[config.mk]
export PLATFORM = sky130hd
export DESIGN_NAME = seg_display_scanner_flat
export DESIGN_NICKNAME = d
export VERILOG_FILES = /design/src/rtl/seg_display_if.sv /design/src/rtl/seg_display_scanner.sv /design/src/flat_wrapper.sv
export SDC_FILE = /design/constraint.sdc
export NUM_CORES = 1
export LEC_CHECK = 0
export ABC_AREA = 0
export CORE_ASPECT_RATIO = 1.25
export CORE_MARGIN = 2
export CORE_UTILIZATION = 55
export CTS_CLUSTER_DIAMETER = 120
export DETAILED_ROUTE_END_ITERATION = 8
export DONT_BUFFER_PORTS = 1
export GPL_TIMING_DRIVEN = 0
export MAX_ROUTING_LAYER = met4
export PLACE_DENSITY_LB_ADDON = 0.3
export SLEW_MARGIN = 0
export SYNTH_ARGS = -nofsm -noshare
export SYNTH_HDL_FRONTEND = slang
export SYNTH_SLANG_ARGS = --single-unit
[constraint.sdc]
create_clock -name clk -period 3.85 [get_ports clk]
set_clock_uncertainty 0.2 [all_clocks]
set_input_delay 0.77 -clock clk [delete_from_list [all_inputs] [get_ports clk]]
set_output_delay 0.77 -clock clk [all_outputs]
set_load 0.01 [all_outputs]
[src/rtl/seg_display_if.sv]
// Bus bundle between a display data source and seg_display_scanner.
interface seg_display_if #(
    parameter int unsigned NUM_DIGITS = 8
);
    logic                      enable;
    logic                      load;
    logic [4*NUM_DIGITS-1:0]   data_in;
    logic [NUM_DIGITS-1:0]     dp_in;
    logic [6:0]                seg;
    logic                      dp;
    logic [NUM_DIGITS-1:0]     an;
    logic                      frame_done;
    logic                      pending;

    modport master (
        output enable, load, data_in, dp_in,
        input  seg, dp, an, frame_done, pending
    );

    modport slave (
        input  enable, load, data_in, dp_in,
        output seg, dp, an, frame_done, pending
    );
endinterface

[src/rtl/seg_display_scanner.sv]
// Multiplexed common-anode 7-segment scanner with double-buffered frame updates.
// Optional leading-zero blanking is enabled by defining SEG_SCAN_LZB_EN.
module seg_display_scanner #(
    parameter int unsigned NUM_DIGITS  = 8,
    parameter int unsigned REFRESH_DIV = 100000
) (
    input  logic          clk,
    input  logic          rst_n,
    seg_display_if.slave  bus
);
    localparam int unsigned DATA_W = 4 * NUM_DIGITS;
    localparam int unsigned CNT_W  = (REFRESH_DIV > 1) ? $clog2(REFRESH_DIV) : 1;
    localparam int unsigned IDX_W  = (NUM_DIGITS > 1) ? $clog2(NUM_DIGITS) : 1;
    localparam logic [CNT_W-1:0] CNT_MAX = CNT_W'(REFRESH_DIV - 1);
    localparam logic [IDX_W-1:0] IDX_MAX = IDX_W'(NUM_DIGITS - 1);

    logic [CNT_W-1:0]      cnt_q, cnt_d;
    logic [IDX_W-1:0]      idx_q, idx_d;
    logic [DATA_W-1:0]     pend_data_q, pend_data_d;
    logic [NUM_DIGITS-1:0] pend_dp_q, pend_dp_d;
    logic                  pending_q, pending_d;
    logic [DATA_W-1:0]     shad_data_q, shad_data_d;
    logic [NUM_DIGITS-1:0] shad_dp_q, shad_dp_d;
    logic [6:0]            seg_q, seg_d;
    logic                  dp_q, dp_d;
    logic [NUM_DIGITS-1:0] an_q, an_d;
    logic                  wrap_q;
    logic                  frame_done_q;

    logic                  tick;
    logic                  wrap;
    logic [3:0]            cur_nib;
    logic                  cur_dp;
    logic                  cur_blank;
    logic [NUM_DIGITS-1:0] blank_mask;

    function automatic logic [6:0] decode_hex(input logic [3:0] nib);
        case (nib)
            4'h0:    decode_hex = 7'b0000001;
            4'h1:    decode_hex = 7'b1001111;
            4'h2:    decode_hex = 7'b0010010;
            4'h3:    decode_hex = 7'b0000110;
            4'h4:    decode_hex = 7'b1001100;
            4'h5:    decode_hex = 7'b0100100;
            4'h6:    decode_hex = 7'b0100000;
            4'h7:    decode_hex = 7'b0001111;
            4'h8:    decode_hex = 7'b0000000;
            4'h9:    decode_hex = 7'b0000100;
            4'hA:    decode_hex = 7'b0001000;
            4'hB:    decode_hex = 7'b1100000;
            4'hC:    decode_hex = 7'b0110001;
            4'hD:    decode_hex = 7'b1000010;
            4'hE:    decode_hex = 7'b0110000;
            default: decode_hex = 7'b0111000;
        endcase
    endfunction

    assign tick = bus.enable && (cnt_q == CNT_MAX);
    assign wrap = tick && (idx_q == IDX_MAX);

    // Prescaler and digit index; both parked at zero while disabled.
    always_comb begin
        cnt_d = cnt_q;
        idx_d = idx_q;
        if (!bus.enable) begin
            cnt_d = '0;
            idx_d = '0;
        end else if (tick) begin
            cnt_d = '0;
            idx_d = wrap ? '0 : idx_q + IDX_W'(1);
        end else begin
            cnt_d = cnt_q + CNT_W'(1);
        end
    end

    // Double buffer: a load lands in shadow only at a frame wrap.
    always_comb begin
        pend_data_d = pend_data_q;
        pend_dp_d   = pend_dp_q;
        pending_d   = pending_q;
        shad_data_d = shad_data_q;
        shad_dp_d   = shad_dp_q;
        if (wrap) begin
            pending_d = 1'b0;
            if (bus.load) begin
                shad_data_d = bus.data_in;
                shad_dp_d   = bus.dp_in;
            end else if (pending_q) begin
                shad_data_d = pend_data_q;
                shad_dp_d   = pend_dp_q;
            end
        end else if (bus.load) begin
            pend_data_d = bus.data_in;
            pend_dp_d   = bus.dp_in;
            pending_d   = 1'b1;
        end
    end

`ifdef SEG_SCAN_LZB_EN
    logic lzb_zero;

    // A digit blanks when it and every more-significant nibble are zero.
    always_comb begin
        blank_mask = '0;
        lzb_zero   = 1'b1;
        for (int k = int'(NUM_DIGITS) - 1; k > 0; k--) begin
            lzb_zero      = lzb_zero && (shad_data_q[4*k +: 4] == 4'h0);
            blank_mask[k] = lzb_zero;
        end
    end
`else
    assign blank_mask = '0;
`endif

    always_comb begin
        cur_nib   = 4'h0;
        cur_dp    = 1'b0;
        cur_blank = 1'b0;
        for (int k = 0; k < int'(NUM_DIGITS); k++) begin
            if (idx_q == IDX_W'(k)) begin
                cur_nib   = shad_data_q[4*k +: 4];
                cur_dp    = shad_dp_q[k];
                cur_blank = blank_mask[k];
            end
        end
    end

    always_comb begin
        seg_d = 7'h7F;
        dp_d  = 1'b1;
        an_d  = '1;
        if (bus.enable) begin
            an_d  = ~(NUM_DIGITS'(1) << idx_q);
            dp_d  = ~cur_dp;
            seg_d = cur_blank ? 7'h7F : decode_hex(cur_nib);
        end
    end

    // frame_done is delayed one extra stage so it coincides with digit 0 on the pins.
    always_ff @(posedge clk or negedge rst_n) begin
        if (!rst_n) begin
            cnt_q        <= '0;
            idx_q        <= '0;
            pend_data_q  <= '0;
            pend_dp_q    <= '0;
            pending_q    <= 1'b0;
            shad_data_q  <= '0;
            shad_dp_q    <= '0;
            seg_q        <= 7'h7F;
            dp_q         <= 1'b1;
            an_q         <= '1;
            wrap_q       <= 1'b0;
            frame_done_q <= 1'b0;
        end else begin
            cnt_q        <= cnt_d;
            idx_q        <= idx_d;
            pend_data_q  <= pend_data_d;
            pend_dp_q    <= pend_dp_d;
            pending_q    <= pending_d;
            shad_data_q  <= shad_data_d;
            shad_dp_q    <= shad_dp_d;
            seg_q        <= seg_d;
            dp_q         <= dp_d;
            an_q         <= an_d;
            wrap_q       <= wrap;
            frame_done_q <= wrap_q;
        end
    end

    assign bus.seg        = seg_q;
    assign bus.dp         = dp_q;
    assign bus.an         = an_q;
    assign bus.frame_done = frame_done_q;
    assign bus.pending    = pending_q;
endmodule

[src/flat_wrapper.sv]
// flat-port wrapper written by rule: the top's interface ports become plain ports
module seg_display_scanner_flat 
#(
    parameter int unsigned NUM_DIGITS  = 8,
    parameter int unsigned REFRESH_DIV = 100000
)
  (clk, rst_n, bus_enable, bus_load, bus_data_in, bus_dp_in, bus_seg, bus_dp, bus_an, bus_frame_done, bus_pending);
  seg_display_if #(.NUM_DIGITS(NUM_DIGITS)) bus_i ();
  input  logic clk;
  input  logic rst_n;
  input wire logic [$bits(bus_i.enable)-1:0] bus_enable;
  input wire logic [$bits(bus_i.load)-1:0] bus_load;
  input wire logic [$bits(bus_i.data_in)-1:0] bus_data_in;
  input wire logic [$bits(bus_i.dp_in)-1:0] bus_dp_in;
  output wire logic [$bits(bus_i.seg)-1:0] bus_seg;
  output wire logic [$bits(bus_i.dp)-1:0] bus_dp;
  output wire logic [$bits(bus_i.an)-1:0] bus_an;
  output wire logic [$bits(bus_i.frame_done)-1:0] bus_frame_done;
  output wire logic [$bits(bus_i.pending)-1:0] bus_pending;
  assign bus_i.enable = bus_enable;
  assign bus_i.load = bus_load;
  assign bus_i.data_in = bus_data_in;
  assign bus_i.dp_in = bus_dp_in;
  assign bus_seg = bus_i.seg;
  assign bus_dp = bus_i.dp;
  assign bus_an = bus_i.an;
  assign bus_frame_done = bus_i.frame_done;
  assign bus_pending = bus_i.pending;
  seg_display_scanner #(.NUM_DIGITS(NUM_DIGITS), .REFRESH_DIV(REFRESH_DIV)) u_core (.clk(clk), .rst_n(rst_n), .bus(bus_i));
endmodule
# [After elaboration in Yosys (flattened, before gate mapping)]
# Memory sizes are Yosys's and may differ from the RTL's.
# Index checks and enable logic that the tools add are counted.
[word_totals] output_inout_bits=18 in_bits=44 memories=1 ff_bits=119 rom_bits=112 word_cells=65
[memory_table] memory="(no name shown)" depth=16 word_bits=7 rd=1 rd_clocked_by_memory_dff=0 write_ports=0 line_no="seg_display_scanner.sv:38" rtl="case (nib)"
[op_classes] bitwise=3 shift=1 n_reduce_logical=7 n_eq_ne=9 muxes=30 add_sub_neg=2
[op_table] operator="$mux W32" n=2
[op_table] operator="$mux W17" n=2
[op_table] operator="$mux W4" n=8
[op_table] operator="$mux W8" n=3
[op_table] operator="$add A17 B1 Y17 const B" n=1
[op_table] operator="$eq A17 B17 Y1 const B" n=1
[op_table] operator="$eq A3 B3 Y1 const B" n=4
[op_table] operator="$mux W1" n=11
[op_table] operator="$mux W3" n=3
[op_table] operator="$not A8 Y8" n=1
[op_table] operator="$shl A1 B3 Y8 const A" n=1
[op_table] operator="$mux W7" n=1
[op_table] operator="$eq A3 B2 Y1 const B" n=2
[op_table] operator="$reduce_and A2 Y1" n=2
[op_table] operator="$reduce_bool A2 Y1" n=2
[op_table] operator="$add A3 B1 Y3 const B" n=1
[op_table] operator="$eq A3 B1 Y1 const B" n=1
[op_table] operator="$logic_not A3 Y1" n=1
[op_table] operator="$logic_and A1 B1 Y1" n=2
[op_table] operator="$ne A2 B1 Y1 const B" n=1
[op_table] operator="$not A1 Y1" n=2

# [Longest topological paths before layout]
# Gate-level depths: netlist (run 1).
[depth] word_depth=11 mapped_depth=13 ltp_nobuf=11

# [Worst setup path after synthesis (run 1)]
# Ideal clock, no wire load.
[synth_timing] kind="reg2reg" startpoint="reg u_core.idx_q[2]" endpoint="reg u_core.seg_q[1] (netlist: u_core.bus.seg[1])" required_time_ns=3.588 n_path_buf=2 setup_slack_ns=0.671 synth_period_minus_slack_ns=3.179 t_arrival_ns=2.917 setup_time_ns=0.062 stages_incl_launch_ff=14 cell_sequence="dfrtp_1 buf_2 inv_1 ha_1 buf_4 nand2_1 a221oi_1 a311oi_1 o31ai_1 inv_1 ha_1 or3_1 a21oi_1 a311o_1"
[synth_via] elab_chain_len=11 word_cells_on_any_way=18
[synth_lines] item="start: declaration" line_no="seg_display_scanner.sv:18" rtl="logic [IDX_W-1:0] idx_q, idx_d;"
[synth_lines] item="start signal: assignment" line_no="seg_display_scanner.sv:156" rtl="idx_q <= idx_d;"
[synth_lines] item="$logic_not A3 Y1" line_no="seg_display_scanner.sv:120" rtl="if (idx_q == IDX_W'(k)) begin"
[synth_lines] item="$mux W4 (7 in series)" line_no="seg_display_scanner.sv:120"
[synth_lines] item="$mux W4 (*)" line_no="seg_display_scanner.sv:120"
[synth_lines] item="$mem_v2 Z16 W7 (*)"
[synth_lines] item="$mux W7 (*)" line_no="seg_display_scanner.sv:132" rtl="if (bus.enable) begin"
[synth_lines] item="named net u_core.seg_d[1]" line_no="seg_display_scanner.sv:24" rtl="logic [6:0] seg_q, seg_d;"
[synth_lines] item="end signal: assignment" line_no="seg_display_scanner.sv:162" rtl="seg_q <= seg_d;"
[synth_lines] item="end: declaration" line_no="seg_display_scanner.sv:24"
# Mark *: on every way through the listed nets, which the timed path passes. The rest lies on a longest branch.
# A chain may end at the register's enable or synchronous reset.

# [Worst setup path after layout (run 1)]
# Same ends and word-level chain as after synthesis.

==> flow_metrics.env, run 1 <==
export IMPL_clkLatencyLatePin_ns=0.41
export IMPL_routabilityCongestion=0.8959
export IMPL_drv_slew=0
export IMPL_n_antenna_cell=0
export IMPL_rr_endpoint="u_core.bus.seg[1]"
export IMPL_yosysTopAreaCell="dfrtp_1"
export IMPL_cp_top_family="compound AO/OA/AOI/OAI gates"
export IMPL_hp_class="input pin to asynchronous set/reset pin"
export IMPL_synth_most_common_cell="dfrtp_1"
export IMPL_cts_tree="yes"
export IMPL_placementRows=42
export IMPL_worstPathRequired_ns=4.00
export IMPL_clkSinkCount=119
export IMPL_rsz0062_at_grt="false"
export IMPL_syn_num_nets=575
export IMPL_wl_per_cell_um=17.94
export IMPL_drive_above_1_share=0.2772
export IMPL_vias_per_cell=5.825
export IMPL_dp_cells=650
export IMPL_yosysUniqueCellTypes=59
export IMPL_fin_nets=596
export IMPL_grt_max_degree=104
export IMPL_totalPowerFinal_mw=3.125
export IMPL_finalCriticalPeriod_ns=3.563
export IMPL_ir_drop_uv=337.6
export IMPL_critPathMaxStageDelay_ns=0.40
export IMPL_grt_pass1_wl_um=20470
export IMPL_ys_flop_type="dfrtp_1"
export IMPL_status="finished, final reports clean"
export IMPL_postLayoutCoreUtil=0.6385
export IMPL_cts_clk_slew_worst_paths_ns=0.05
export IMPL_synth_warning_count=0
export IMPL_cp_max_fo=10
export IMPL_seq_area_frac_synth=0.5103
export IMPL_hpwl_um=8438
export IMPL_numCtsBuffers=17
export IMPL_r2r_start="u_core.idx_q[2]"
export IMPL_clockRootBuffer="clkbuf_16"
export IMPL_arrival_ns=3.71
export IMPL_critPathCaptureType="register"
export IMPL_p_leak_nw=3.001
export IMPL_post_cts_buffers=0
export IMPL_clockBufferDepth=2
export IMPL_yosys_register_bits=119
export IMPL_fmax_ghz=0.2807
export IMPL_crit_buf_inv=4
export IMPL_synth_edff_count=0
export IMPL_start_kind="register"
export IMPL_relSlewSlack=0.5397
export IMPL_initial_core_util=0.5589
export IMPL_worstSetupPathType="register to register"
export IMPL_first_pass_iters=5
export IMPL_core_mm2=0.01051
export IMPL_cp_slowest_cell="o31ai_4"
export IMPL_finalSetupViolCount=0
export IMPL_syn_inst=518
export IMPL_die_area_mm2=0.01153
export IMPL_synth_avg_cell_area_um2=11.34
export IMPL_synth_area_mm2=0.005874
export IMPL_antenna_found_initial=0
export IMPL_drtIter0Drc=195
export IMPL_grt_pass1_vias=4210
export IMPL_drtAntennaViolNets=0
export IMPL_ys_async_sr_fraction=1.000
export IMPL_hold_slack_ns=0.07915
export IMPL_area_growth_pct=14.23
export IMPL_pin_count=62
export IMPL_path_cells="buf_2, inv_1, ha_1, buf_4, nand2_1, a221oi_1, a311oi_1, o31ai_4, inv_1, ha_1, or3_1, a21oi_1, a311o_1"
export IMPL_synth_common_cells="dfrtp_1, nand2_1, mux2i_1"
export IMPL_dr_total_vias=3984
export IMPL_powerDensity_mw_per_mm2=465.6
export IMPL_grt_ovfl_total=0
export IMPL_period_share=0.9255
export IMPL_finalHoldViolCount=0
export IMPL_ff2ff_setup_slack_ns=0.29
export IMPL_drv_cap=0
export IMPL_detail_route_drc_violations=0
export IMPL_tightest_slew_ns=0.6904
export IMPL_grt_usage=0.2409
export IMPL_drt_total_wl_um=12270
export IMPL_synth_area_leaders="dfrtp_1, mux2i_1, dfstp_2"
export IMPL_die_x_um=96.44
export IMPL_final_cells=684
export IMPL_rr_worst_depth=13
export IMPL_netlist_area_leader_share=0.4388
export IMPL_die_h_um=119.5
export IMPL_fin_setup_tns_ns=0
export IMPL_h_tree_depth=4
export IMPL_numPortBuffers=0
## power by group
part           internal, mW  switching, mW  total, mW  leakage (nW)
Clock                  1.10          0.537       1.64         0.306
Sequential             1.30         0.0257       1.33          1.51
Combinational        0.0719         0.0867      0.159          1.19
## how the worst max path moves through the flow
stage	start	endpoint	slack, ns	cells after the start
2_1_floorplan	u_core.idx_q[2]	u_core.bus.seg[1]	0.67	13
3_3_place_gp	u_core.idx_q[2]	u_core.bus.seg[1]	0.21	13
3_5_place_dp	u_core.idx_q[2]	u_core.bus.seg[1]	0.03	13
4_1_cts	u_core.idx_q[2]	u_core.bus.seg[1]	0.20	13
5_1_grt	u_core.idx_q[2]	u_core.bus.seg[1]	0.16	13
6_report	u_core.idx_q[2]	u_core.bus.seg[1]	0.29	13
## cell type report
cell class / instances / area (um^2)
Buffer: 31 / 222.7
Clock inverter: 8 / 117.6
Multi-Input combinational cell: 352 / 2608
Clock buffer: 24 / 501.7
Inverter: 16 / 60.06
Tap cell: 132 / 165.2
Timing Repair Buffer: 2 / 37.54
Fill cell: 859 / 3800
Sequential cell: 119 / 2998
## metrics by stage
stage | setup slack [ns] | area [um^2]
5_1_grt | 0.1624 | 6710
3_5_place_dp | 0.02973 | 6040
3_3_place_gp | 0.2149 | 6040
6_report | 0.2869 | 6710
2_1_floorplan | 0.6710 | 5874
4_1_cts | 0.2004 | 6701
## layout by cell type, fill, tap and decap left out, types with 2 or more instances in the layout
master,count
clkbuf_1,10
a221oi_2,2
and3_1,6
nor2b_1,4
dfstp_2,16
ha_1,13
buf_6,10
dfrtp_1,103
buf_4,6
o21ai_2,38
mux2_2,37
a31oi_1,3
clkbuf_8,5
a21oi_1,12
buf_2,7
xnor2_1,4
nor3_1,6
o21ai_1,3
nand2_1,61
a221oi_1,2
nand3_1,16
clkbuf_16,17
a21o_1,4
o221ai_1,3
mux2_1,4
o21ai_0,8
nand2b_1,4
bufinv_16,3
nor2_1,36
o22ai_1,2
inv_1,15
clkinv_2,4
xor2_1,11
a22oi_1,2
mux2i_1,43
## sequential cells by signal, summed over array words and instances, names as in the netlist
register and count:
u_core.pend_data_q 32, u_core.shad_data_q 32, u_core.cnt_q 17, u_core.bus.an 8, u_core.pend_dp_q 8, u_core.shad_dp_q 8
u_core.bus.seg 7, u_core.idx_q 3, u_core.bus.dp 1, u_core.bus.frame_done 1, u_core.bus.pending 1, u_core.wrap_q 1
## metal layers
layer	up-vias	routed length, um	track usage
met1	1964	4862	0.2818
li1	1869	-	-
met4	0	339	0.08539
met3	27	566	0.06152
met5	-	0	-
met2	124	6504	0.3997
## logic make-up (layout without fill, tap and decap cells)
logic type	after synthesis	after routing	share of synthesized area
flops	119	119	0.5103
fa+ha+maj	13	13	0.02769
compound gates	95	95	0.1284
simple gates	145	145	0.1112
buf+inv	47	81	0.04813
xor+xnor	15	15	0.02236
mux	84	84	0.1519
## timing repair
item                                   CTS  global route
resized for setup                        1             1
setup endpoints to repair                2             1
pin swaps                                0             0
hold buffers                             2             0
endpoints found under the hold margin  103             0
Power figures use the tool's default switching activity.
==> run 2, diff against run 1 <==
Settings changed: MAX_ROUTING_LAYER met4 to default, PLACE_DENSITY from default to 0.76, PLACE_DENSITY_LB_ADDON 0.3 to default.
==> flow_metrics.env, run 2 (same netlist as run 1, synthesis figures left out) <==
export IMPL_status="finished, final reports clean"
export IMPL_vias_per_cell=5.826
export IMPL_dp_cells=650
export IMPL_clkSinkCount=119
export IMPL_period_share=0.9344
export IMPL_h_tree_depth=4
export IMPL_core_mm2=0.01051
export IMPL_clockBufferDepth=2
export IMPL_p_comb_frac=0.051
export IMPL_critPathCaptureType="register"
export IMPL_drive_above_1_share=0.2772
export IMPL_finalHoldViolCount=0
export IMPL_clock_power_share=0.521
export IMPL_hpwl_um=8530
export IMPL_cts_tree="yes"
export IMPL_postLayoutCoreUtil=0.6379
export IMPL_p_int_mw=2.476
export IMPL_dr_total_vias=3985
export IMPL_power_switching_mw=0.6378
export IMPL_p_leak_nw=2.996
export IMPL_rsz0062_at_grt="false"
export IMPL_placementRows=42
export IMPL_numPortBuffers=0
export IMPL_grt_max_degree=104
export IMPL_final_cells=684
export IMPL_p_seq_frac=0.428
export IMPL_reg_top3="u_core.pend_data_q (32), u_core.shad_data_q (32), u_core.cnt_q (17)"
export IMPL_drtAntennaViolNets=0
export IMPL_finalCriticalPeriod_ns=3.597
export IMPL_routabilityCongestion=0.8771
export IMPL_drv_slew=0
export IMPL_drtIter0Drc=163
export IMPL_worstPathRequired_ns=4.00
export IMPL_tightest_slew_ns=0.6975
export IMPL_wl_per_cell_um=17.88
export IMPL_first_pass_iters=4
export IMPL_die_h_um=119.5
export IMPL_arrival_ns=3.74
export IMPL_initial_core_util=0.5589
export IMPL_detail_route_drc_violations=0
export IMPL_post_cts_buffers=0
export IMPL_worstSetupPathType="register to register"
export IMPL_clkLatencyLatePin_ns=0.41
export IMPL_drv_cap=0
export IMPL_pin_count=62
export IMPL_die_x_um=96.44
export IMPL_numCtsBuffers=17
export IMPL_finalSetupViolCount=0
export IMPL_die_area_mm2=0.01153
export IMPL_powerDensity_mw_per_mm2=464.5
export IMPL_relSlewSlack=0.5350
export IMPL_hp_class="input pin to asynchronous set/reset pin"
export IMPL_fin_setup_tns_ns=0
export IMPL_grt_usage=0.2311
export IMPL_grt_pass1_wl_um=20170
export IMPL_layout_common_cells="dfrtp_1, nand2_1, mux2i_1"
export IMPL_grt_pass1_vias=4164
export IMPL_swShare=0.2048
export IMPL_fin_nets=596
export IMPL_antenna_found_initial=0
export IMPL_totalPowerFinal_mw=3.114
export IMPL_drt_total_wl_um=12230
export IMPL_cts_clk_slew_worst_paths_ns=0.05
export IMPL_clockRootBuffer="clkbuf_16"
export IMPL_layout_commonest_cell="dfrtp_1"
export IMPL_start_kind="register"
export IMPL_n_antenna_cell=0
export IMPL_cp_max_fo=10
export IMPL_ir_drop_uv=308.3
export IMPL_area_growth_pct=14.12
export IMPL_grt_ovfl_total=0
export IMPL_fmax_ghz=0.2780
[run 2: changes by cell type in the layout (fill, tap and decap cells not counted), sizes merged]
cell      delta
clkinv       -1
clkinvlp     +1
[run 2: stage by stage]
| stage | hold WS (ns) | worst slack, ns | area [um^2] |
|---|---|---|---|
| after floorplan | 0.1312 | 0.6710 | 5874 |
| after global placement | 0.1630 | 0.2092 | 6040 |
| after detailed placement | 0.1651 | 0.06761 | 6040 |
| after CTS | 0.1105 | 0.02537 | 6699 |
| after global routing | 0.1229 | 0.07253 | 6704 |
| final | 0.07745 | 0.2526 | 6704 |
[run 2: area by class of cell]
class                           count  area (um^2)
Buffer                             31        222.7
Clock buffer                       24        501.7
Clock inverter                      8        120.1
Fill cell                         824         3806
Inverter                           16        60.06
Multi-Input combinational cell    352         2599
Sequential cell                   119         2998
Tap cell                          132        165.2
Timing Repair Buffer                2        37.54
[run 2: power by group through the flow]
| stage | clock (mW) | sequential [mW] | combinational, mW |
|---|---|---|---|
| global placement | 0 | 1.35 | 0.129 |
| CTS | 1.65 | 1.33 | 0.163 |
| finish | 1.62 | 1.33 | 0.160 |
| floorplan | 0 | 1.34 | 0.111 |
| global route | 1.71 | 1.34 | 0.176 |
| detailed placement | 0 | 1.35 | 0.134 |
[run 2: per-layer routing]
metal | up-vias | GRT usage | wire, um
met2 | 120 | 0.3828 | 6435
met4 | 0 | 0.09595 | 273
met3 | 21 | 0.06842 | 657
met5 | - | 0 | 0
met1 | 1983 | 0.2778 | 4866
li1 | 1861 | - | -
[run 2: timing repair]
item,in CTS,in global routing
resized for setup,0,1
endpoints found under the hold margin,103,0
hold buffers,2,0
endpoints found under the setup margin,0,3
[run 2: final timing paths]
check	start	endpoint	slack [ns]	cells after the start
setup / recovery	u_core.idx_q[2]	u_core.bus.seg[1]	0.25	13
hold / removal	rst_n	u_core.cnt_q[13]	0.08	1
setup reg to reg	u_core.idx_q[2]	u_core.bus.seg[1]	0.25	13
hold reg to reg	u_core.wrap_q	u_core.bus.frame_done	0.20	0
max in group asynchronous	rst_n	u_core.bus.seg[2]	2.41	1
min in group clk	u_core.wrap_q	u_core.bus.frame_done	0.20	0
[run 2: worst max-delay path: stages, from the launching register on]
cell and delay, ns:
dfrtp_1 0.38, buf_2 0.19, inv_1 0.19, ha_1 0.29
buf_4 0.22, nand2_1 0.07, a221oi_1 0.27, a311oi_1 0.13
o31ai_2 0.50, inv_1 0.20, ha_1 0.23, or3_1 0.36
a21oi_1 0.15, a311o_1 0.15
==> run 3, diff against run 2 <==
Settings changed: CORE_UTILIZATION 55 to 64, PLACE_DENSITY 0.76 to 0.86.
==> flow_metrics.env, run 3 (same netlist as run 1, synthesis figures left out) <==
export IMPL_placementRows=39
export IMPL_grt_ovfl_total=0
export IMPL_fin_nets=596
export IMPL_status="finished, final reports clean"
export IMPL_power_switching_mw=0.6469
export IMPL_tightest_slew_ns=0.7043
export IMPL_fill_cells=605
export IMPL_fmax_ghz=0.2660
export IMPL_grt_pass1_wl_um=20220
export IMPL_hp_class="input pin to asynchronous set/reset pin"
export IMPL_grt_usage=0.2671
export IMPL_design_area_mm2=0.006625
export IMPL_layout_common_cells="dfrtp_1, nand2_1, mux2i_1"
export IMPL_p_int_mw=2.308
export IMPL_drv_cap=0
export IMPL_clockBufferDepth=2
export IMPL_post_cts_buffers=0
export IMPL_pin_count=62
export IMPL_ff2ff_setup_slack_ns=0.09
export IMPL_postLayoutCoreUtil=0.7339
export IMPL_die_area_mm2=0.009966
export IMPL_detail_route_drc_violations=0
export IMPL_totalPowerFinal_mw=2.955
export IMPL_core_mm2=0.009027
export IMPL_vias_per_cell=5.978
export IMPL_critPathCaptureType="register"
export IMPL_drtAntennaViolNets=0
export IMPL_clkSinkCount=119
export IMPL_p_leak_nw=2.960
export IMPL_start_kind="register"
export IMPL_drv_slew=0
export IMPL_ir_drop_uv=319.2
export IMPL_p_seq_frac=0.451
export IMPL_rsz0062_at_grt="false"
export IMPL_drtIter0Drc=253
export IMPL_arrival_ns=3.92
export IMPL_clock_power_share=0.496
export IMPL_p_comb_frac=0.054
export IMPL_wl_per_cell_um=17.79
export IMPL_finalSetupViolCount=0
export IMPL_period_share=0.9766
export IMPL_clockRootBuffer="clkbuf_16"
export IMPL_drt_total_wl_um=12010
export IMPL_place_area_mm2=0.006028
export IMPL_antenna_found_initial=0
export IMPL_routabilityCongestion=0.9047
export IMPL_reg_top3="u_core.pend_data_q (32), u_core.shad_data_q (32), u_core.cnt_q (17)"
export IMPL_layout_commonest_cell="dfrtp_1"
export IMPL_cts_clk_slew_worst_paths_ns=0.06
export IMPL_finalHoldViolCount=0
export IMPL_fin_setup_tns_ns=0
export IMPL_first_pass_iters=5
export IMPL_numCtsBuffers=17
export IMPL_hpwl_um=8402
export IMPL_swShare=0.2189
export IMPL_powerDensity_mw_per_mm2=446.0
export IMPL_grt_pass1_vias=4208
export IMPL_die_h_um=111.1
export IMPL_die_x_um=89.69
export IMPL_clkLatencyLatePin_ns=0.42
export IMPL_worstSetupPathType="register to register"
export IMPL_h_tree_depth=4
export IMPL_worstPathRequired_ns=4.01
export IMPL_n_antenna_cell=0
export IMPL_drive_above_1_share=0.2736
export IMPL_numPortBuffers=0
export IMPL_initial_core_util=0.6507
export IMPL_grt_max_degree=115
export IMPL_finalCriticalPeriod_ns=3.760
export IMPL_relSlewSlack=0.5304
export IMPL_area_growth_pct=12.78
export IMPL_dr_total_vias=4035
export IMPL_cp_max_fo=10
export IMPL_cts_tree="yes"
[run 3: cell types whose count changed in the layout (fill, tap and decap cells not counted)]
| cell | previous run | this run |
|---|---|---|
| bufinv_16 | 3 | 1 |
| clkbuf_1 | 10 | 12 |
| clkinv_2 | 3 | 4 |
| clkbuf_8 | 5 | 3 |
| clkinvlp_4 | 2 | 3 |
[run 3: path summary, 6_finish.rpt]
| check | start | endpoint | cells after the start |
|---|---|---|---|
| setup / recovery | u_core.idx_q[2] | u_core.bus.seg[1] | 13 |
| hold / removal | rst_n | u_core.cnt_q[5] | 1 |
| setup reg to reg | u_core.idx_q[2] | u_core.bus.seg[1] | 13 |
| hold reg to reg | u_core.wrap_q | u_core.bus.frame_done | 0 |
| max in group asynchronous | rst_n | u_core.bus.seg[5] | 1 |
| min in group clk | u_core.wrap_q | u_core.bus.frame_done | 0 |
[run 3: what timing repair did]
| item | 4_1_cts | 5_1_grt |
|---|---|---|
| hold buffers | 2 | 0 |
| gates resized for setup | 1 | 0 |
| endpoints found under the hold margin | 114 | 0 |
| setup endpoints to repair | 1 | 0 |
[run 3: power by group through the flow]
stage	Clock [mW]	Sequential [mW]	Combinational, mW
finish	1.46	1.33	0.159
global route	1.54	1.34	0.177
CTS	1.48	1.33	0.162
detailed placement	0	1.35	0.133
global placement	0	1.35	0.128
floorplan	0	1.34	0.111
[run 3: critical path, stage by stage, from the launching register on]
cell,delay [ns]
dfrtp_1,0.38
buf_2,0.19
inv_1,0.18
ha_1,0.28
buf_4,0.22
nand2_1,0.07
a221oi_1,0.30
a311oi_1,0.13
o31ai_2,0.55
inv_1,0.22
ha_1,0.26
or3_1,0.36
a21oi_1,0.19
a311o_1,0.15
[run 3: area by class of cell]
cell class / count / area (um^2) / share of cell area
tap: 123 / 153.9 / 0.02323
sequential: 119 / 2998 / 0.4525
inverter: 16 / 60.06 / 0.009065
timing repair buffer: 2 / 37.54 / 0.005666
multi-input combinational: 352 / 2599 / 0.3923
clock buffer: 24 / 481.7 / 0.07271
buffer: 31 / 222.7 / 0.03362
clock inverter: 8 / 72.57 / 0.01095
[run 3: through the flow]
| step | hold slack (ns) | setup slack [ns] | instances |
|---|---|---|---|
| floorplan | 0.1312 | 0.6710 | 518 |
| global placement | 0.1566 | 0.2277 | 641 |
| detailed placement | 0.1743 | 0.09134 | 641 |
| CTS | 0.1265 | 0.2115 | 675 |
| global route | 0.1345 | 0.002206 | 675 |
| finish | 0.08173 | 0.08993 | 675 |
[run 3: metal layers]
| layer | global-route usage | up-vias | wire length [um] |
|---|---|---|---|
| met5 | 0 | - | 0 |
| met4 | 0.1015 | 0 | 295 |
| met3 | 0.07818 | 27 | 675 |
| met2 | 0.4426 | 149 | 6437 |
| met1 | 0.3216 | 1995 | 4598 |
| li1 | - | 1864 | - |
